--- src/rtl/i2f_rr_arbiter.sv ---
// i2f_rr_arbiter: round-robin arbiter and sequencer that shares a single
// multi-cycle fixed-point-to-bfloat16 converter between N_REQ requesters.
// One conversion is in flight at a time: IDLE -> LAUNCH -> WAIT -> RESP.
// Optional feature macro: I2F_ARB_TIMEOUT_EN bounds WAIT to TIMEOUT+1 cycles
// and reports expiry on resp_err_o with zero data; when undefined WAIT waits
// indefinitely and resp_err_o is tied low.
module i2f_rr_arbiter #(
    parameter int N_REQ      = 4,
    parameter int INT_WIDTH  = 8,
    parameter int FRAC_WIDTH = 7,
    parameter int EXP_WIDTH  = 8,
    parameter int MAN_WIDTH  = 7,
    parameter int TIMEOUT    = 63
) (
    input  logic                              clk,
    input  logic                              rst,
    input  logic [N_REQ-1:0]                  req_valid_i,
    input  logic [N_REQ*INT_WIDTH-1:0]        req_int_i,
    input  logic [N_REQ*FRAC_WIDTH-1:0]       req_frac_i,
    output logic [N_REQ-1:0]                  req_grant_o,
    output logic [N_REQ-1:0]                  resp_valid_o,
    output logic [EXP_WIDTH+MAN_WIDTH:0]      resp_data_o,
    output logic                              resp_err_o,
    output logic                              busy_o,
    output logic                              conv_valid_o,
    output logic [INT_WIDTH-1:0]              conv_int_o,
    output logic [FRAC_WIDTH-1:0]             conv_frac_o,
    input  logic                              conv_valid_i,
    input  logic                              conv_sgn_i,
    input  logic [EXP_WIDTH-1:0]              conv_exp_i,
    input  logic [MAN_WIDTH-1:0]              conv_man_i
);

    localparam int IDX_W  = (N_REQ > 1) ? $clog2(N_REQ) : 1;
    localparam int DATA_W = 1 + EXP_WIDTH + MAN_WIDTH;
    localparam logic [IDX_W-1:0] LAST_IDX = IDX_W'(N_REQ - 1);

    typedef enum logic [1:0] {
        IDLE,
        LAUNCH,
        WAIT,
        RESP
    } state_t;

    state_t                 state_q, state_d;
    logic [IDX_W-1:0]       lastGrant_q, lastGrant_d;
    logic [IDX_W-1:0]       owner_q, owner_d;
    logic [INT_WIDTH-1:0]   convInt_q, convInt_d;
    logic [FRAC_WIDTH-1:0]  convFrac_q, convFrac_d;
    logic [DATA_W-1:0]      respData_q, respData_d;
    logic                   timeoutHit;

    logic                   pickFound;
    logic [IDX_W-1:0]       pickIdx;
    logic [INT_WIDTH-1:0]   pickInt;
    logic [FRAC_WIDTH-1:0]  pickFrac;
    logic [N_REQ-1:0]       ownerOneHot;

    // Rotating priority search: first pass covers indices above the last grant, second pass wraps to the rest.
    always_comb begin
        pickFound = 1'b0;
        pickIdx   = '0;
        pickInt   = '0;
        pickFrac  = '0;
        for (int i = 0; i < N_REQ; i++) begin
            if (!pickFound && req_valid_i[i] && (IDX_W'(i) > lastGrant_q)) begin
                pickFound = 1'b1;
                pickIdx   = IDX_W'(i);
                pickInt   = req_int_i[i*INT_WIDTH +: INT_WIDTH];
                pickFrac  = req_frac_i[i*FRAC_WIDTH +: FRAC_WIDTH];
            end
        end
        for (int i = 0; i < N_REQ; i++) begin
            if (!pickFound && req_valid_i[i] && (IDX_W'(i) <= lastGrant_q)) begin
                pickFound = 1'b1;
                pickIdx   = IDX_W'(i);
                pickInt   = req_int_i[i*INT_WIDTH +: INT_WIDTH];
                pickFrac  = req_frac_i[i*FRAC_WIDTH +: FRAC_WIDTH];
            end
        end
    end

    // Sequencer next state: requests only matter in IDLE, converter results only in WAIT.
    always_comb begin
        state_d     = state_q;
        lastGrant_d = lastGrant_q;
        owner_d     = owner_q;
        convInt_d   = convInt_q;
        convFrac_d  = convFrac_q;
        respData_d  = respData_q;
        case (state_q)
            IDLE: begin
                if (pickFound) begin
                    owner_d    = pickIdx;
                    convInt_d  = pickInt;
                    convFrac_d = pickFrac;
                    state_d    = LAUNCH;
                end
            end
            LAUNCH: begin
                state_d = WAIT;
            end
            WAIT: begin
                if (conv_valid_i) begin
                    respData_d = {conv_sgn_i, conv_exp_i, conv_man_i};
                    state_d    = RESP;
                end else if (timeoutHit) begin
                    respData_d = '0;
                    state_d    = RESP;
                end
            end
            RESP: begin
                lastGrant_d = owner_q;
                state_d     = IDLE;
            end
            default: begin
                state_d = IDLE;
            end
        endcase
    end

    // State and datapath registers; reset leaves requester 0 with first priority.
    always_ff @(posedge clk or posedge rst) begin
        if (rst) begin
            state_q     <= IDLE;
            lastGrant_q <= LAST_IDX;
            owner_q     <= '0;
            convInt_q   <= '0;
            convFrac_q  <= '0;
            respData_q  <= '0;
        end else begin
            state_q     <= state_d;
            lastGrant_q <= lastGrant_d;
            owner_q     <= owner_d;
            convInt_q   <= convInt_d;
            convFrac_q  <= convFrac_d;
            respData_q  <= respData_d;
        end
    end

`ifdef I2F_ARB_TIMEOUT_EN
    localparam int CNT_W = (TIMEOUT > 0) ? $clog2(TIMEOUT + 1) : 1;
    localparam logic [CNT_W-1:0] CNT_LAST = CNT_W'(TIMEOUT);

    logic [CNT_W-1:0] waitCnt_q, waitCnt_d;
    logic             respErr_q, respErr_d;

    assign timeoutHit = (waitCnt_q == CNT_LAST);

    // WAIT watchdog: counter restarts on the way into WAIT; a result on the terminal cycle still wins.
    always_comb begin
        waitCnt_d = waitCnt_q;
        respErr_d = respErr_q;
        if (state_q == LAUNCH) begin
            waitCnt_d = '0;
        end else if (state_q == WAIT) begin
            waitCnt_d = waitCnt_q + CNT_W'(1);
            if (conv_valid_i) begin
                respErr_d = 1'b0;
            end else if (timeoutHit) begin
                respErr_d = 1'b1;
            end
        end
    end

    // Watchdog counter and error flag registers.
    always_ff @(posedge clk or posedge rst) begin
        if (rst) begin
            waitCnt_q <= '0;
            respErr_q <= 1'b0;
        end else begin
            waitCnt_q <= waitCnt_d;
            respErr_q <= respErr_d;
        end
    end

    assign resp_err_o = respErr_q;
`else
    assign timeoutHit = 1'b0;
    assign resp_err_o = 1'b0;
`endif

    assign ownerOneHot  = N_REQ'(1) << owner_q;
    assign req_grant_o  = (state_q == LAUNCH) ? ownerOneHot : '0;
    assign resp_valid_o = (state_q == RESP) ? ownerOneHot : '0;
    assign conv_valid_o = (state_q == LAUNCH);
    assign busy_o       = (state_q != IDLE);
    assign conv_int_o   = convInt_q;
    assign conv_frac_o  = convFrac_q;
    assign resp_data_o  = respData_q;

endmodule

--- config.mk ---
export PLATFORM = sky130hd
export DESIGN_NAME = i2f_rr_arbiter
export DESIGN_NICKNAME = d
export VERILOG_FILES = /design/src/rtl/i2f_rr_arbiter.sv
export SDC_FILE = /design/constraint.sdc
export NUM_CORES = 1
export LEC_CHECK = 0
export CAP_MARGIN = 20
export CORE_MARGIN = 2
export CORE_UTILIZATION = 38
export CTS_BUF_LIST = sky130_fd_sc_hd__clkbuf_8
export DETAILED_ROUTE_END_ITERATION = 7
export GPL_ROUTABILITY_DRIVEN = 0
export HOLD_SLACK_MARGIN = 0.12
export PLACE_DENSITY = 0.78
export SKIP_CTS_REPAIR_TIMING = 1
export SYNTH_ARGS = -nofsm -noshare
export SYNTH_HDL_FRONTEND = slang
export SYNTH_SLANG_ARGS = --single-unit
--- constraint.sdc ---
create_clock -name clk -period 1.64 [get_ports clk]
set_input_delay 0.246 -clock clk [delete_from_list [all_inputs] [get_ports clk]]
set_output_delay 0.246 -clock clk [all_outputs]
set_load 0.005 [all_outputs]
==> metrics.yaml, run 1 <==
status:
  status: "finished with violations"
  violations: "negative setup slack"
logic_synthesis:
  async_flop_share_pct: 100
  synth_cell_types: 47
  syn_inst: 299
  ys_ff_latch: 37
  postSynthAreaPerCell_sq_um: 8.77
  synth_nets: 386
  yosysSeqAreaShare_pct: 35.4
  yosysTopAreaCellShare_pct: 33.4
  yosysTopAreaCell: "dfrtp_1"
  ys.flop_type: "dfrtp_1"
  synthTopCellsByArea: "dfrtp_1 (33%), mux2_2 (7.3%), nor3b_1 (4.6%), a21oi_1 (4.0%), a221oi_1 (3.7%)"
  ys_warn_count: 0
  synth_edf_count: 0
  synth_area_sq_mm: 0.00262
die:
  fp.dieW_um: 87.1
  ios: 125
  core_sq_mm: 0.00672
  rows: 30
  die_y_um: 87.1
  die_area_sq_mm: 0.00758
  start_util_pct: 39.0
timing:
  fin_skew_ns: 0.0148
  hold_viol_final: 0
  rsz0062_at_grt: "true"
  fin_hold_ws_ns: 0.269
  period_needed_ns: 1.87
  final-setup-viol-count: 15
  fin_ws_ns: -0.230
  max_freq_ghz: 0.535
  worst_pin_slew_ns: 0.512
  relSlewSlack_pct: 65.8
  period_share_pct: 114
  maxSlewViolCount: 0
worst_hold_path:
  hold_class: "input pin to async pin"
critical_path:
  crit_type: "flip-flop to flip-flop"
  crit_path_max_incr_delay_ns: 0.61
  critPathCapture: "conv_int_o[7]"
  slowest_stage: "dfstp_2"
  crit_family: "compound AO/OA/AOI/OAI gates"
  r2r_slack_ns: -0.23
  timing.critical_path.buf_inv: 1
  crit_cells: 6
  r2r-start: "lastGrant_q[0]"
  required_ns: 1.85
  cp.arrival_ns: 2.08
  path_max_fanout: 10
  cp_cell_sequence: "nand2b_4 -> buf_8 -> nand3_1 -> a21oi_1 -> o311ai_1 -> a221oi_1"
  start_kind: "flip-flop"
  reg2regPathDepth: 6
  end_kind: "flip-flop"
  worstSetupStartpoint: "lastGrant_q[0]"
  timing.rr.end: "conv_int_o[7]"
clock_tree:
  ctsRootBufferMaster: "clkbuf_8"
  clkSlewWorstSetupHoldPaths_ns: 0.09
  clk_latency_ns: 0.31
  htree_levels: 2
  numCtsBuffers: 5
  cts_sinks: 37
  clockBufferDepth: 2
  cts_tree: "built"
final_layout:
  final_cell_area_sq_mm: 0.00498
  n_antenna_cell: 0
  final_common_cell: "clkdlybuf4s50_1"
  drive_gt1_share_pct: 33.5
  final_core_util_pct: 74.2
  syn_to_final_growth_pct: 90.2
  fin_nets: 560
  layout_common_cells: "clkdlybuf4s50_1 (110), buf_4 (49), dfrtp_1 (34), mux2_2 (17)"
route:
  vias: 3477
  post_drt_wl_per_cell_um: 20.3
  drtIter0Drc: 309
  route.antenna.remaining_nets: 0
  drc: 0
  vias_per_cell: 6.28
  dr.pass1.iters: 6
  drt_wl_total_um: 11300
global_route:
  grt-ovfl-total: 0
  grt_usage_pct: 25.8
  grt_pass1_vias: 3204
  grt_max_degree: 22
  grt_antenna_before_repair: 0
  grt_pass1_wl_um: 15300
power:
  powerDensity_mw_per_mm2: 1560
  power.leakage_nw: 2.17
  ir_drop_uv: 847
placement:
  numPortBuffers: 123
  place_area_sq_mm: 0.00429
  dpl.hpwl_um: 7330
flow_run:
  maxCapViolCount: 0
flip-flops by register name, summed over array words and instances (netlist names):
signal	count
conv_frac_o	7
conv_int_o	8
lastGrant_q	2
owner_q	2
resp_data_o	16
state_q	2
cells by family after synthesis:
family | after synthesis | share of synthesized area [%]
buffers and inverters | 32 | 5.63
other | 1 | 0.143
AND/OR/NAND/NOR | 117 | 26.4
multiplexers | 17 | 7.30
AO/OA/AOI/OAI | 91 | 23.2
flip-flops | 37 | 35.4
adder cells (fa/ha/maj) | 4 | 1.91
worst min-delay path by stage:
stage	slack, ns	endpoint	cells after the start	startpoint
floorplan	0.40	resp_data_o[0]	1	conv_man_i[0]
global placement	0.49	resp_data_o[14]	1	resp_data_o[14]
detailed placement	0.49	resp_data_o[3]	1	resp_data_o[3]
CTS	0.27	resp_data_o[6]	3	rst
global route	0.29	resp_data_o[6]	3	rst
finish	0.27	conv_frac_o[5]	3	rst
where the power goes:
group | switching (mW) | internal [mW] | leakage [nW]
Clock | 0.395 | 0.456 | 0.0543
Combinational | 2.23 | 2.92 | 1.68
Sequential | 0.364 | 1.42 | 0.426
layout make-up:
class,count,area (sq um)
tap,80,100
sequential,37,930
timing repair buffer,191,1880
clock buffer,5,68.8
fill,430,1730
inverter,7,26.3
multi-input combinational,231,1930
clock inverter,3,46.3
worst min-delay path, stage by stage:
cell             delay (ns)
clkdlybuf4s50_1        0.39
inv_1                  0.06
buf_4                  0.26
metal layers:
metal / global-route usage (%) / part of all wire [%] / vias to the layer above / wire length, um
met5: 0 / 0 / - / 0
met4: 9.38 / 4.4 / 0 / 496
met3: 6.64 / 12 / 60 / 1310
met2: 42.8 / 49 / 281 / 5470
met1: 32.3 / 35 / 1649 / 3990
li1: - / - / 1487 / -
synthesized netlist by cell type, drive strengths merged (2+ instances only):
cell,number
o21ai,21
o22ai,12
o311ai,4
a21o,2
a221oi,11
nor2,19
and3,9
nor4b,7
ha,4
buf,16
and3b,9
or3,10
a31oi,8
nand2,15
dfrtp,35
and4,2
inv,7
nand3,16
clkbuf,9
nand4,2
a21oi,21
or2,2
o31ai,3
o22a,2
nor3,2
mux2,17
nor2b,2
dfstp,2
nor3b,16
nand2b,5
stage by stage:
stage | total power [mW] | TNS, ns | cells | worst slack, ns
3_3_place_gp | 5.78 | -6.20 | 531 | -0.410
5_1_grt | 8.23 | -2.51 | 554 | -0.293
4_1_cts | 6.80 | -5.06 | 539 | -0.396
3_5_place_dp | 5.94 | -7.42 | 531 | -0.518
2_1_floorplan | 3.71 | 0 | 299 | 0.00366
6_report | 7.78 | -1.58 | 554 | -0.230
No activity file was read; power rests on OpenSTA's default activity.
==> inputs of run 2 (changes only) <==
--- a/config.mk
+++ b/config.mk
@@ -6,13 +6,15 @@
 export NUM_CORES = 1
 export LEC_CHECK = 0
 export CAP_MARGIN = 20
+export CELL_PAD_IN_SITES_DETAIL_PLACEMENT = 1
+export CELL_PAD_IN_SITES_GLOBAL_PLACEMENT = 1
 export CORE_MARGIN = 2
-export CORE_UTILIZATION = 38
+export CORE_UTILIZATION = 27
 export CTS_BUF_LIST = sky130_fd_sc_hd__clkbuf_8
 export DETAILED_ROUTE_END_ITERATION = 7
 export GPL_ROUTABILITY_DRIVEN = 0
 export HOLD_SLACK_MARGIN = 0.12
-export PLACE_DENSITY = 0.78
+export PLACE_DENSITY_LB_ADDON = 0.1
 export SKIP_CTS_REPAIR_TIMING = 1
 export SYNTH_ARGS = -nofsm -noshare
 export SYNTH_HDL_FRONTEND = slang
==> run 2 against run 1 <==
Compared with the run above:
- the flow still finishes with violations (negative setup slack)
- register-to-register slack better by 0.11 ns
- largest cell class unchanged
- routed wire length is 5.6% higher
- core utilization is 21 points lower
- power is 0.29% lower
==> metrics.yaml, run 2 (synthesis results as in run 1) <==
route:
  route.antenna.remaining_nets: 0  # unchanged
  post_drt_wl_per_cell_um: 19.8  # -2.8%
  drt_wl_total_um: 11900  # +5.6%
  drtIter0Drc: 171  # -45%
  vias: 3256  # -6.4%
  vias_per_cell: 5.41  # -14%
  drc: 0  # unchanged
  dr.pass1.iters: 4  # -2
clock_tree:
  clockBufferDepth: 2  # unchanged
  numCtsBuffers: 5  # unchanged
  cts_sinks: 37  # unchanged
  clk_latency_ns: 0.30  # about the same
  clkSlewWorstSetupHoldPaths_ns: 0.08  # about the same
  htree_levels: 2  # unchanged
  cts_tree: "built"
  ctsRootBufferMaster: "clkbuf_8"
critical_path:
  cp.arrival_ns: 1.94  # -0.14 ns
  required_ns: 1.82  # -0.03 ns
  start_kind: "flip-flop"
  crit_type: "flip-flop to flip-flop"
  end_kind: "flip-flop"
  path_max_fanout: 5  # -5
placement:
  dpl.hpwl_um: 8240  # +12%
  numPortBuffers: 123  # unchanged
  pre_cts_slack_ns: -0.566  # -0.0485 ns
flow_run:
  maxCapViolCount: 0  # unchanged
global_route:
  grt_pass1_wl_um: 17000  # +11%
  grt_pass1_vias: 3268  # +2.0%
  grt_max_degree: 27  # +23%
  grt_antenna_before_repair: 0  # unchanged
  grt_usage_pct: 20.7  # -5.1 points
  grt-ovfl-total: 0  # unchanged
die:
  ios: 125  # unchanged
  rows: 35  # +17%
  start_util_pct: 28.1  # -11 points
  core_sq_mm: 0.00933  # +39%
  fp.dieW_um: 103  # +18%
  die_area_sq_mm: 0.0105  # +39%
  die_y_um: 103  # +18%
final_layout:
  syn_to_final_growth_pct: 90.2  # unchanged
  largest_register_ffs: 16  # unchanged
  fin_nets: 559  # -0.18%
  final_common_cell: "clkdlybuf4s50_1"
  n_antenna_cell: 0  # unchanged
  layout_common_cells: "clkdlybuf4s50_1 (109), buf_4 (48), dfrtp_1 (34), mux2_2 (17), a21oi_1 (17)"
  drive_gt1_share_pct: 33.0  # -0.56 points
timing:
  rsz0062_at_grt: "true"
  max_freq_ghz: 0.567  # +6.0%
  fin_skew_ns: 0.00691  # -0.00787 ns
  maxSlewViolCount: 0  # unchanged
  final-setup-viol-count: 16  # +1
  period_share_pct: 108  # -6.4 points
  timing.setup.tns_ns: -0.939  # +0.646 ns
  period_needed_ns: 1.76  # -0.106 ns
  fin_hold_ws_ns: 0.259  # -0.00993 ns
  hold_viol_final: 0  # unchanged
  fin_ws_ns: -0.125  # +0.106 ns
power:
  share_comb_of_total_power_pct: 66.2  # about the same
  p_int_mw: 4.76  # -0.64%
  power.leakage_nw: 2.15  # -0.74%
  clkPwrFrac_pct: 10.9  # about the same
  switching_share_pct: 38.6  # +0.21 points
  p_sw_mw: 3.00  # +0.26%
  powerDensity_mw_per_mm2: 1560  # -0.29%
  ir_drop_uv: 827  # -2.3%
  p_seq_share_pct: 22.9  # about the same
status:
  status: "finished with violations"
  violations: "negative setup slack"
worst_hold_path:
  hold_class: "input pin to async pin"
run 2: cell types whose count changed in the layout (fill, tap and decap cells not counted), moves of 2 or more:
cell      delta
buf_6        -3
nor3b_1      +3
o21ai_0      -2
or3_4        -2
nor3b_2      -3
clkbuf_2     +3
or3_1        +2
o31ai_2      +2
run 2: layout make-up:
| class | count | area (sq um) |
|---|---|---|
| multi-input combinational | 231 | 1900 |
| sequential | 37 | 930 |
| clock inverter | 3 | 43.8 |
| clock buffer | 5 | 68.8 |
| tap | 129 | 161 |
| timing repair buffer | 190 | 1850 |
| inverter | 7 | 26.3 |
| fill | 1059 | 4340 |
run 2: path summary, 6_finish.rpt:
check,startpoint,slack [ns],end,depth (start not counted)
worst max-delay path,lastGrant_q[0],-0.12,conv_frac_o[1],7
worst min-delay path,rst,0.26,owner_q[1],3
worst max register to register,lastGrant_q[0],-0.12,conv_frac_o[1],7
worst min register to register,resp_data_o[9],0.51,resp_data_o[9],1
max in group asynchronous,rst,1.03,state_q[0],3
min in group clk,req_valid_i[0],0.46,owner_q[0],3
run 2: layer usage:
layer | global-route usage [%] | part of all wire (%)
met4 | 6.56 | 1.8
met1 | 27.3 | 43
met3 | 4.81 | 5.7
met5 | 0 | 0
met2 | 33.7 | 50
run 2: critical path, stage by stage, from the launching register on:
cell	delay, ns
dfstp_2	0.60
buf_4	0.13
buf_6	0.10
and3b_1	0.17
a31oi_1	0.18
o21ai_1	0.11
nor4b_2	0.23
o22ai_1	0.12
run 2: per-stage QoR:
step | util (%) | power, mW | std cells | instance area [sq um]
CTS | 47.7 | 6.93 | 586 | 4450
finish | 53.4 | 7.76 | 602 | 4980
global placement | 46.5 | 5.94 | 578 | 4330
detailed placement | 46.5 | 6.04 | 578 | 4330
global route | 53.4 | 8.28 | 602 | 4980
floorplan | - | 3.71 | 299 | 2620
run 2: power by group through the flow:
stage                     sequential (mW)  clock [mW]  combinational, mW
after global routing                 1.85       0.908               5.52
after floorplan                      1.70           0               2.01
after CTS                            1.74       0.875               4.32
after global placement               1.73           0               4.22
final                                1.78       0.848               5.13
after detailed placement             1.76           0               4.29
==> inputs of run 3 (changes only) <==
--- a/config.mk
+++ b/config.mk
@@ -16,6 +16,7 @@
 export HOLD_SLACK_MARGIN = 0.12
 export PLACE_DENSITY_LB_ADDON = 0.1
 export SKIP_CTS_REPAIR_TIMING = 1
+export SLEW_MARGIN = 20
 export SYNTH_ARGS = -nofsm -noshare
 export SYNTH_HDL_FRONTEND = slang
 export SYNTH_SLANG_ARGS = --single-unit
==> results of run 3 <==
Same layout as run 2: the final DEF is identical, and so are final timing and power.
